File: config.mk
export PLATFORM = sky130hd
export DESIGN_NAME = bf_pkeygen_seq
export DESIGN_NICKNAME = d
export VERILOG_FILES = /design/src/rtl/bf_pkeygen_seq.sv
export SDC_FILE = /design/constraint.sdc
export NUM_CORES = 2
export LEC_CHECK = 0
export BUFFER_PORTS_ARGS = -buffer_cell sky130_fd_sc_hd__buf_2
export CAP_MARGIN = 10
export CORE_MARGIN = 2
export CORE_UTILIZATION = 45
export CTS_BUF_LIST = sky130_fd_sc_hd__clkbuf_8
export DETAILED_ROUTE_END_ITERATION = 12
export PLACE_DENSITY = 0.6
export SETUP_SLACK_MARGIN = 0.2
export SKIP_LAST_GASP = 1
export SLEW_MARGIN = 40
export SYNTH_ARGS = -nofsm -noshare
export SYNTH_HDL_FRONTEND = slang
export SYNTH_SLANG_ARGS = --single-unit
File: constraint.sdc
create_clock -name Clk -period 4.93 [get_ports Clk]
set_input_delay 0.493 -clock Clk [delete_from_list [all_inputs] [get_ports Clk]]
set_output_delay 0.493 -clock Clk [all_outputs]
set_load 0.05 [all_outputs]
File: src/rtl/bf_pkeygen_seq.sv
// bf_pkeygen_seq: Blowfish P-array key schedule.
//   Buffers up to MAX_KEY_WORDS 32-bit key words. On start, rebuilds every P
//   entry from the init table XORed with the cyclically repeated key, one
//   entry per cycle. The key is applied in forward order (mode=1) or reversed
//   order (mode=0).
// Ports:
//   Clk, RstN                       clock, synchronous active-low reset
//   key_wr_en/key_wr_addr/key_wr_data  key buffer write (honoured in IDLE only)
//   key_len, mode, start            run launch; key_len and mode sampled with start
//   rd_addr -> rd_data              combinational P read, 0 when out of range
//   busy, done, ready, err          registered status
//   zeroize                         present only when BF_PKEYGEN_ZEROIZE_EN is defined
// Build option: define BF_PKEYGEN_ZEROIZE_EN to add the zeroize input.
module bf_pkeygen_seq #(
    parameter int unsigned NUM_P         = 20,
    parameter int unsigned MAX_KEY_WORDS = 14,
    parameter int unsigned KA_W          = $clog2(MAX_KEY_WORDS),
    parameter int unsigned KL_W          = $clog2(MAX_KEY_WORDS + 1),
    parameter int unsigned PA_W          = 5
) (
    input  logic            Clk,
    input  logic            RstN,
`ifdef BF_PKEYGEN_ZEROIZE_EN
    input  logic            zeroize,
`endif
    input  logic            key_wr_en,
    input  logic [KA_W-1:0] key_wr_addr,
    input  logic [31:0]     key_wr_data,
    input  logic [KL_W-1:0] key_len,
    input  logic            mode,
    input  logic            start,
    input  logic [PA_W-1:0] rd_addr,
    output logic [31:0]     rd_data,
    output logic            busy,
    output logic            done,
    output logic            ready,
    output logic            err
);

    localparam logic [31:0] P_INIT_TAB [0:19] = '{
        32'h243F6A88, 32'h85A308D3, 32'h13198A2E, 32'h03707344,
        32'hA4093822, 32'h299F31D0, 32'h082EFA98, 32'hEC4E6C89,
        32'h452821E6, 32'h38D01377, 32'hBE5466CF, 32'h34E90C6C,
        32'hC0AC29B7, 32'hC97C50DD, 32'h3F84D5B5, 32'hB5470917,
        32'h9216D5D9, 32'h8979FB1B, 32'h578FDFE3, 32'h3AC372E6
    };

    typedef enum logic [1:0] {
        S_IDLE = 2'd0,
        S_XOR  = 2'd1,
        S_DONE = 2'd2,
        S_ERR  = 2'd3
    } state_t;

    state_t          state;
    logic [31:0]     p       [NUM_P];
    logic [31:0]     key_buf [MAX_KEY_WORDS];
    logic [PA_W-1:0] idx;
    logic [KA_W-1:0] kidx;
    logic [KL_W-1:0] len_q;
    logic            mode_q;

    // Clear request: reset, or zeroize when that option is built in
    logic zclr;
`ifdef BF_PKEYGEN_ZEROIZE_EN
    assign zclr = zeroize;
`else
    assign zclr = 1'b0;
`endif

    logic            len_bad;
    logic            wr_ok;
    logic [PA_W-1:0] p_sel;
    logic            kidx_last;

    assign len_bad   = (key_len == '0) || (32'(key_len) > MAX_KEY_WORDS);
    assign wr_ok     = 32'(key_wr_addr) < MAX_KEY_WORDS;
    // Decrypt order fills the array from the top entry downward
    assign p_sel     = mode_q ? idx : (PA_W'(NUM_P - 1) - idx);
    assign kidx_last = (kidx == KA_W'(len_q - KL_W'(1)));

    // Schedule FSM, key buffer and P array
    always_ff @(posedge Clk) begin
        if (!RstN || zclr) begin
            state  <= S_IDLE;
            busy   <= 1'b0;
            done   <= 1'b0;
            ready  <= 1'b0;
            err    <= 1'b0;
            idx    <= '0;
            kidx   <= '0;
            len_q  <= '0;
            mode_q <= 1'b0;
            for (int i = 0; i < int'(NUM_P); i++) p[i] <= P_INIT_TAB[i];
            for (int j = 0; j < int'(MAX_KEY_WORDS); j++) key_buf[j] <= '0;
        end else begin
            done <= 1'b0;
            case (state)
                S_IDLE: begin
                    if (key_wr_en && wr_ok) begin
                        key_buf[key_wr_addr] <= key_wr_data;
                        ready                <= 1'b0;
                    end
                    if (start) begin
                        len_q  <= key_len;
                        mode_q <= mode;
                        ready  <= 1'b0;
                        if (len_bad) begin
                            err   <= 1'b1;
                            state <= S_ERR;
                        end else begin
                            err   <= 1'b0;
                            busy  <= 1'b1;
                            idx   <= '0;
                            kidx  <= '0;
                            state <= S_XOR;
                        end
                    end
                end
                S_XOR: begin
                    p[p_sel] <= P_INIT_TAB[p_sel] ^ key_buf[kidx];
                    kidx     <= kidx_last ? '0 : kidx + KA_W'(1);
                    idx      <= idx + PA_W'(1);
                    if (idx == PA_W'(NUM_P - 1)) state <= S_DONE;
                end
                S_DONE: begin
                    done  <= 1'b1;
                    ready <= 1'b1;
                    busy  <= 1'b0;
                    state <= S_IDLE;
                end
                S_ERR: begin
                    done  <= 1'b1;
                    state <= S_IDLE;
                end
                default: state <= S_IDLE;
            endcase
        end
    end

    // Indexed read port; out-of-range addresses read as zero
    always_comb begin
        rd_data = '0;
        if (32'(rd_addr) < NUM_P) rd_data = p[rd_addr];
    end

endmodule

Word-level counts from Yosys, hierarchy flattened
Memories as Yosys holds them, arrays and structs flattened. A register that Yosys moved wholly into a read port is not among the register bits.
Cells that the tools add are included.
{"block": "word_totals", "reg_bits": 20, "latchBits": 0, "ram_bits": 1088, "rom_bits": 1024, "inputBits": 50, "wordCells": 84, "n_memories": 3}
{"block": "classes", "addsub": 4, "multipliers": 0, "div": 0, "magnitude_cmp": 4, "eq_ne": 9, "n_shift": 0, "muxes": 39, "n_bitwise": 2, "reduce_logical": 14}
{"name": "(name not given)", "words": 32, "word_bits": 32, "rd": 1, "rd_ports_with_merged_regs": 0, "wr": 0, "line": "121", "text": "p[p_sel] <= P_INIT_TAB[p_sel] ^ key_buf[kidx];"}
{"name": "p", "words": 20, "word_bits": 32, "rd": 1, "rd_ports_with_merged_regs": 0, "wr": 20, "line": "56", "text": "logic [31:0] p [NUM_P];"}
{"name": "key_buf", "words": 14, "word_bits": 32, "rd": 1, "rd_ports_with_merged_regs": 1, "wr": 14, "line": "57", "text": "logic [31:0] key_buf [MAX_KEY_WORDS];"}
{"cell": "$mux W32", "count": 5}
{"cell": "$reduce_or A32 Y1", "count": 2}
{"cell": "$xor A32 B32 Y32", "count": 1}
{"cell": "$mux W4", "count": 6}
{"cell": "$mux W5", "count": 4}
{"cell": "$mux W1", "count": 16}
{"cell": "$pmux W5 S2", "count": 1}
{"cell": "$pmux W4 S2", "count": 1}
{"cell": "$ge A6 B6 Y1 const B", "count": 1}
{"cell": "$mux W2", "count": 3}
{"cell": "$ne A2 B2 Y1 const B", "count": 3}
{"cell": "$not A5 Y6", "count": 1}
{"cell": "$pmux W2 S3", "count": 1}
{"cell": "$reduce_and A2 Y1", "count": 3}
{"cell": "$reduce_and A3 Y1", "count": 2}
{"cell": "$add A5 B1 Y5 const B", "count": 1}
{"cell": "$eq A5 B5 Y1 const B", "count": 1}
{"cell": "$lt A5 B5 Y1 const B", "count": 1}
{"cell": "$sub A5 B5 Y5 const A", "count": 1}
{"cell": "$add A4 B1 Y4 const B", "count": 1}
{"cell": "$eq A2 B2 Y1 const B", "count": 2}
{"cell": "$eq A4 B4 Y1", "count": 1}
{"cell": "$gt A4 B4 Y1 const B", "count": 1}
{"cell": "$logic_not A4 Y1", "count": 1}
{"cell": "other kinds (10)", "count": 12}

Logic depth before layout (Yosys ltp)
{"block": "logic_depth", "ltp_word": 8, "mapped_depth": 13, "mapped_depth_nobuf": 9}

Worst setup path after synthesis
Ideal clock, no wire load.
{"block": "synth_path", "kind": "register to register", "startpoint": "register state[1]", "endpoint": "memory key_buf[3][0] (enable)", "setup_ns": 0.466, "arrival_ns": 3.394, "setup_slack_ns": 1.071, "stages_incl_launch_ff": 6, "synth_period_minus_slack_ns": 3.859, "path_cell_list": "dfxtp_1 > nor2_1 > nand2_1 > or3_1 > clkbuf_1 > o21ai_0"}
{"item": "from (decl)", "line": "55", "text": "state_t state;"}
{"item": "from (signal assigned)", "line": "85", "text": "state <= S_IDLE;"}
{"item": "from (signal assigned)", "line": "110", "text": "state <= S_ERR;"}
{"item": "from (signal assigned)", "line": "116", "text": "state <= S_XOR;"}
{"item": "to (decl)", "line": "57"}

==> flow_summary.rst <==
.. list-table::
   :header-rows: 1

   * - Metric
     - Value
   * - CTS Sinks
     - 1176
   * - Clk Tree Root Cell
     - clkbuf_8
   * - RSZ-0062 raised after global routing
     - no
   * - Vias in the first global route
     - 31800
   * - Number of distinct standard cells referenced by the synthesized netlist
     - 67
   * - Weighted congestion at the end of routability-driven global placement
     - 0.894
   * - Fraction of layout instances using a drive strength above 1
     - 22.6%
   * - Tightest Pin Transition
     - 0.848 ns
   * - Remaining max-slew budget at the tightest pin
     - 43.2%
   * - Setup skew after layout
     - 0.0588 ns
   * - Total number of yosys warnings
     - 0
   * - Startpoint of the most critical register-to-register path
     - mode_q$_SDFFE_PN0P_
   * - Summed instance area of the synthesized netlist
     - 0.0527 mm²
   * - Pin count of the biggest net entering global routing
     - 67
   * - Sequential element share of the synthesized area
     - 66.6%
   * - Final antenna-violating net count
     - 0
   * - WL per Instance
     - 28.0 µm
   * - Initial antenna violation count
     - 9
   * - Worst setup path endpoint
     - p[5][21]$_SDFFCE_PN0P_
   * - DRC Markers
     - 0
   * - Portion of the clock cycle consumed by the worst path in the final layout
     - 74.5%
   * - Arrival time reported for the critical path endpoint
     - 4.28 ns
   * - Type of the most critical hold path
     - in2reg
   * - Total placed cells including tap cells
     - 5017
   * - Number of detailed-routing iterations run before antenna repair
     - 6
   * - Post-route core utilization
     - 51.3%
   * - Via density
     - 5.69
   * - Maximum clock rate
     - 272 MHz
   * - Worst-skew pair later-pin latency
     - 0.88 ns
   * - Standard cell core area
     - 0.116 mm²
   * - Static leakage power
     - 20.3 nW
   * - Slack of the worst reg-to-reg path
     - 1.26 ns
   * - Number of I/O port buffers
     - 85
   * - Die outline height
     - 346 µm
   * - Max incr delay on CP
     - 0.66 ns
   * - Synth-to-layout area growth
     - 13.1%
   * - Areal power density over the cells
     - 367 mW/mm²
   * - Post-CTS Resized
     - 0
   * - TritonCTS clock tree
     - built
   * - Overall die area
     - 0.120 mm²
   * - Overflow left after global routing
     - 0
   * - Slowest stage cell on the critical path
     - xor2_1
   * - Final number of hold-violating endpoints
     - 0
   * - Ordered cell list for the critical path
     - buf_4, xor2_1, inv_1, ha_1, nor2b_1, a21o_1, nor2_1, o22ai_1, xor2_2, buf_4, nor2_1
   * - Number of top-level pins
     - 86
   * - HPWL reported at the end of detailed placement
     - 90500 µm
   * - Number of synthesized flops with an enable pin
     - 1152
   * - Buffer depth of the longest clock path
     - 3
   * - Wire length after detailed routing
     - 152000 µm
   * - Total CTS buffers
     - 196
   * - Final min period
     - 3.67 ns
   * - Result of the run
     - complete, no violations
   * - Maxcap violations
     - 0
   * - Final slew viol count
     - 0
   * - Data required time of the worst path
     - 5.53 ns
   * - Setup TNS after final layout
     - 0 ns
   * - Async S/R FF share, synth
     - 0%
   * - Avg Cell Area, Syn
     - 15.0 µm²
   * - Initial core utilization
     - 45.3%
   * - End of the worst register-to-register path
     - p[5][21]$_SDFFCE_PN0P_
   * - Prevailing post-synth register cell
     - edfxtp_1
   * - Setup crit end kind
     - register
   * - Non-filler instance count after layout
     - 5415
   * - WS Path Type
     - reg2reg
   * - H-tree depth reported by CTS
     - 4
   * - Row count
     - 125
   * - R2R cell count
     - 11
   * - Count of mapped cells out of synthesis
     - 3500
   * - Largest fanout on the critical path
     - 20
   * - Most frequent standard cell in the layout excluding fill and tap cells
     - edfxtp_1
   * - # setup viols final
     - 0
   * - Clock transition at path regs
     - 0.06 ns
   * - Most frequent cells in the layout
     - edfxtp_1 (1152), and2_1 (458), nor2_1 (404), nand2_1 (390), mux4_2 (302)
   * - Width of the die
     - 346 µm
   * - Number of synthesized register bits
     - 1176
   * - VDD IR-drop max
     - 0.000230 V
   * - Crit. Startpoint
     - mode_q$_SDFFE_PN0P_
   * - Global-route wire length before repair
     - 221000 µm
   * - Routed vias
     - 30800
   * - Global-route usage over all layers
     - 25.6%
   * - Nets
     - 3793
   * - Setup crit start kind
     - register
   * - Detailed Route Iter0 Violations
     - 3369
cells in the mapped netlist (9+ instances only):
| cell type | count | area share (%) |
|---|---|---|
| edfxtp_1 | 1152 | 66 |
| and2_1 | 459 | 5.5 |
| nor2_1 | 417 | 3.0 |
| nand2_1 | 398 | 2.8 |
| mux4_2 | 302 | 13 |
| clkbuf_1 | 183 | 1.3 |
| buf_2 | 78 | 0.74 |
| mux2i_1 | 69 | 1.3 |
| a21oi_1 | 62 | 0.59 |
| o22ai_1 | 39 | 0.46 |
| o21ai_0 | 29 | 0.28 |
| buf_4 | 24 | 0.34 |
| dfxtp_1 | 24 | 0.91 |
| a22oi_1 | 18 | 0.26 |
| buf_1 | 18 | 0.13 |
| xor2_1 | 17 | 0.28 |
| nor3_1 | 16 | 0.15 |
| nor2b_1 | 15 | 0.18 |
| xnor2_1 | 15 | 0.25 |
| ha_1 | 13 | 0.31 |
| xnor2_2 | 13 | 0.40 |
| nand2b_1 | 12 | 0.14 |
| buf_6 | 10 | 0.21 |
| nand2_2 | 10 | 0.12 |
| nor2_2 | 10 | 0.12 |
| nand3_1 | 9 | 0.086 |
power by group:
group / leakage (nW) / switching [mW] / internal (mW) / total (mW)
Clock: 2.04 / 3.93 / 3.92 / 7.84
Sequential: 11.0 / 0.111 / 11.3 / 11.4
Combinational: 7.30 / 1.83 / 0.796 / 2.62
Total: 20.3 / 5.86 / 16.0 / 21.9
layer usage:
metal / up-vias / GRT usage [%] / routed length [µm] / part of all wire (%)
met1: 15900 / 33.0 / 59100 / 39
met3: 264 / 4.22 / 11000 / 7.3
met4: 6 / 9.14 / 4610 / 3.0
li1: 13300 / - / - / -
met2: 1360 / 43.7 / 76900 / 51
met5: - / 0 / 35 / 0.023
state kept, by name, summed over array words and instances (netlist names), named ones only:
name / flops
mode_q: 1
kidx: 4
ready: 1
idx: 5
state: 2
done: 1
len_q: 4
key_buf: 512
busy: 1
p: 640
err: 1
worst min path at each step:
stage	slack, ns	end	start	cells after the start
6_report	0.1	state[0]$_SDFFE_PN0P_	RstN	2
5_1_grt	0.06	state[0]$_SDFFE_PN0P_	RstN	2
3_5_place_dp	0.48	len_q[3]$_SDFFE_PN0P_	len_q[3]$_SDFFE_PN0P_	2
4_1_cts	0.03	state[0]$_SDFFE_PN0P_	RstN	2
2_1_floorplan	0.46	len_q[3]$_SDFFE_PN0P_	len_q[3]$_SDFFE_PN0P_	2
3_3_place_gp	0.48	len_q[3]$_SDFFE_PN0P_	len_q[3]$_SDFFE_PN0P_	2
through the flow:
stage / hold WS, ns / setup WS (ns) / power, mW / cell area [µm²]
3_5_place_dp: 0.480 / 1.29 / 14.2 / 55700
2_1_floorplan: 0.457 / 1.07 / 13.2 / 52900
3_3_place_gp: 0.476 / 1.27 / 14.2 / 55500
6_report: 0.0960 / 1.26 / 21.9 / 59600
5_1_grt: 0.0648 / 1.02 / 22.6 / 59600
4_1_cts: 0.0284 / 1.18 / 22.0 / 59600
critical path, delay by kind of cell (launching register included):
kind,cells,cell delay (ns)
flip-flops,1,0.31
adder cells (fa/ha/maj),1,0.51
AO/OA/AOI/OAI,2,0.45
buffers and inverters,3,0.76
XOR/XNOR,2,0.81
AND/OR/NAND/NOR,3,0.50
area by class of cell:
class	count	area, µm²
Inverter	9	33.8
Fill cell	9809	56600
Clock buffer	204	2810
Clock inverter	149	673
Sequential cell	1176	35100
Tap cell	1524	1910
Multi-Input combinational cell	2065	16800
Timing Repair Buffer	282	2290
Antenna cell	6	15.0
repair_timing:
| action | CTS | global route |
|---|---|---|
| hold endpoints to repair | 70 | 0 |
| setup buffers | 0 | 0 |
| hold buffers | 38 | 0 |
kinds of logic after synthesis:
logic type / synth area share (%)
AOI/OAI and AO/OA: 2.35
other: 0.00712
xor gates and xnor gates: 0.965
DFF: 66.6
buffers and inverters: 2.79
muxes: 14.7
and+or+nand+nor: 12.3
adders and majority gates: 0.309
No activity file was read; power rests on OpenSTA's default activity.
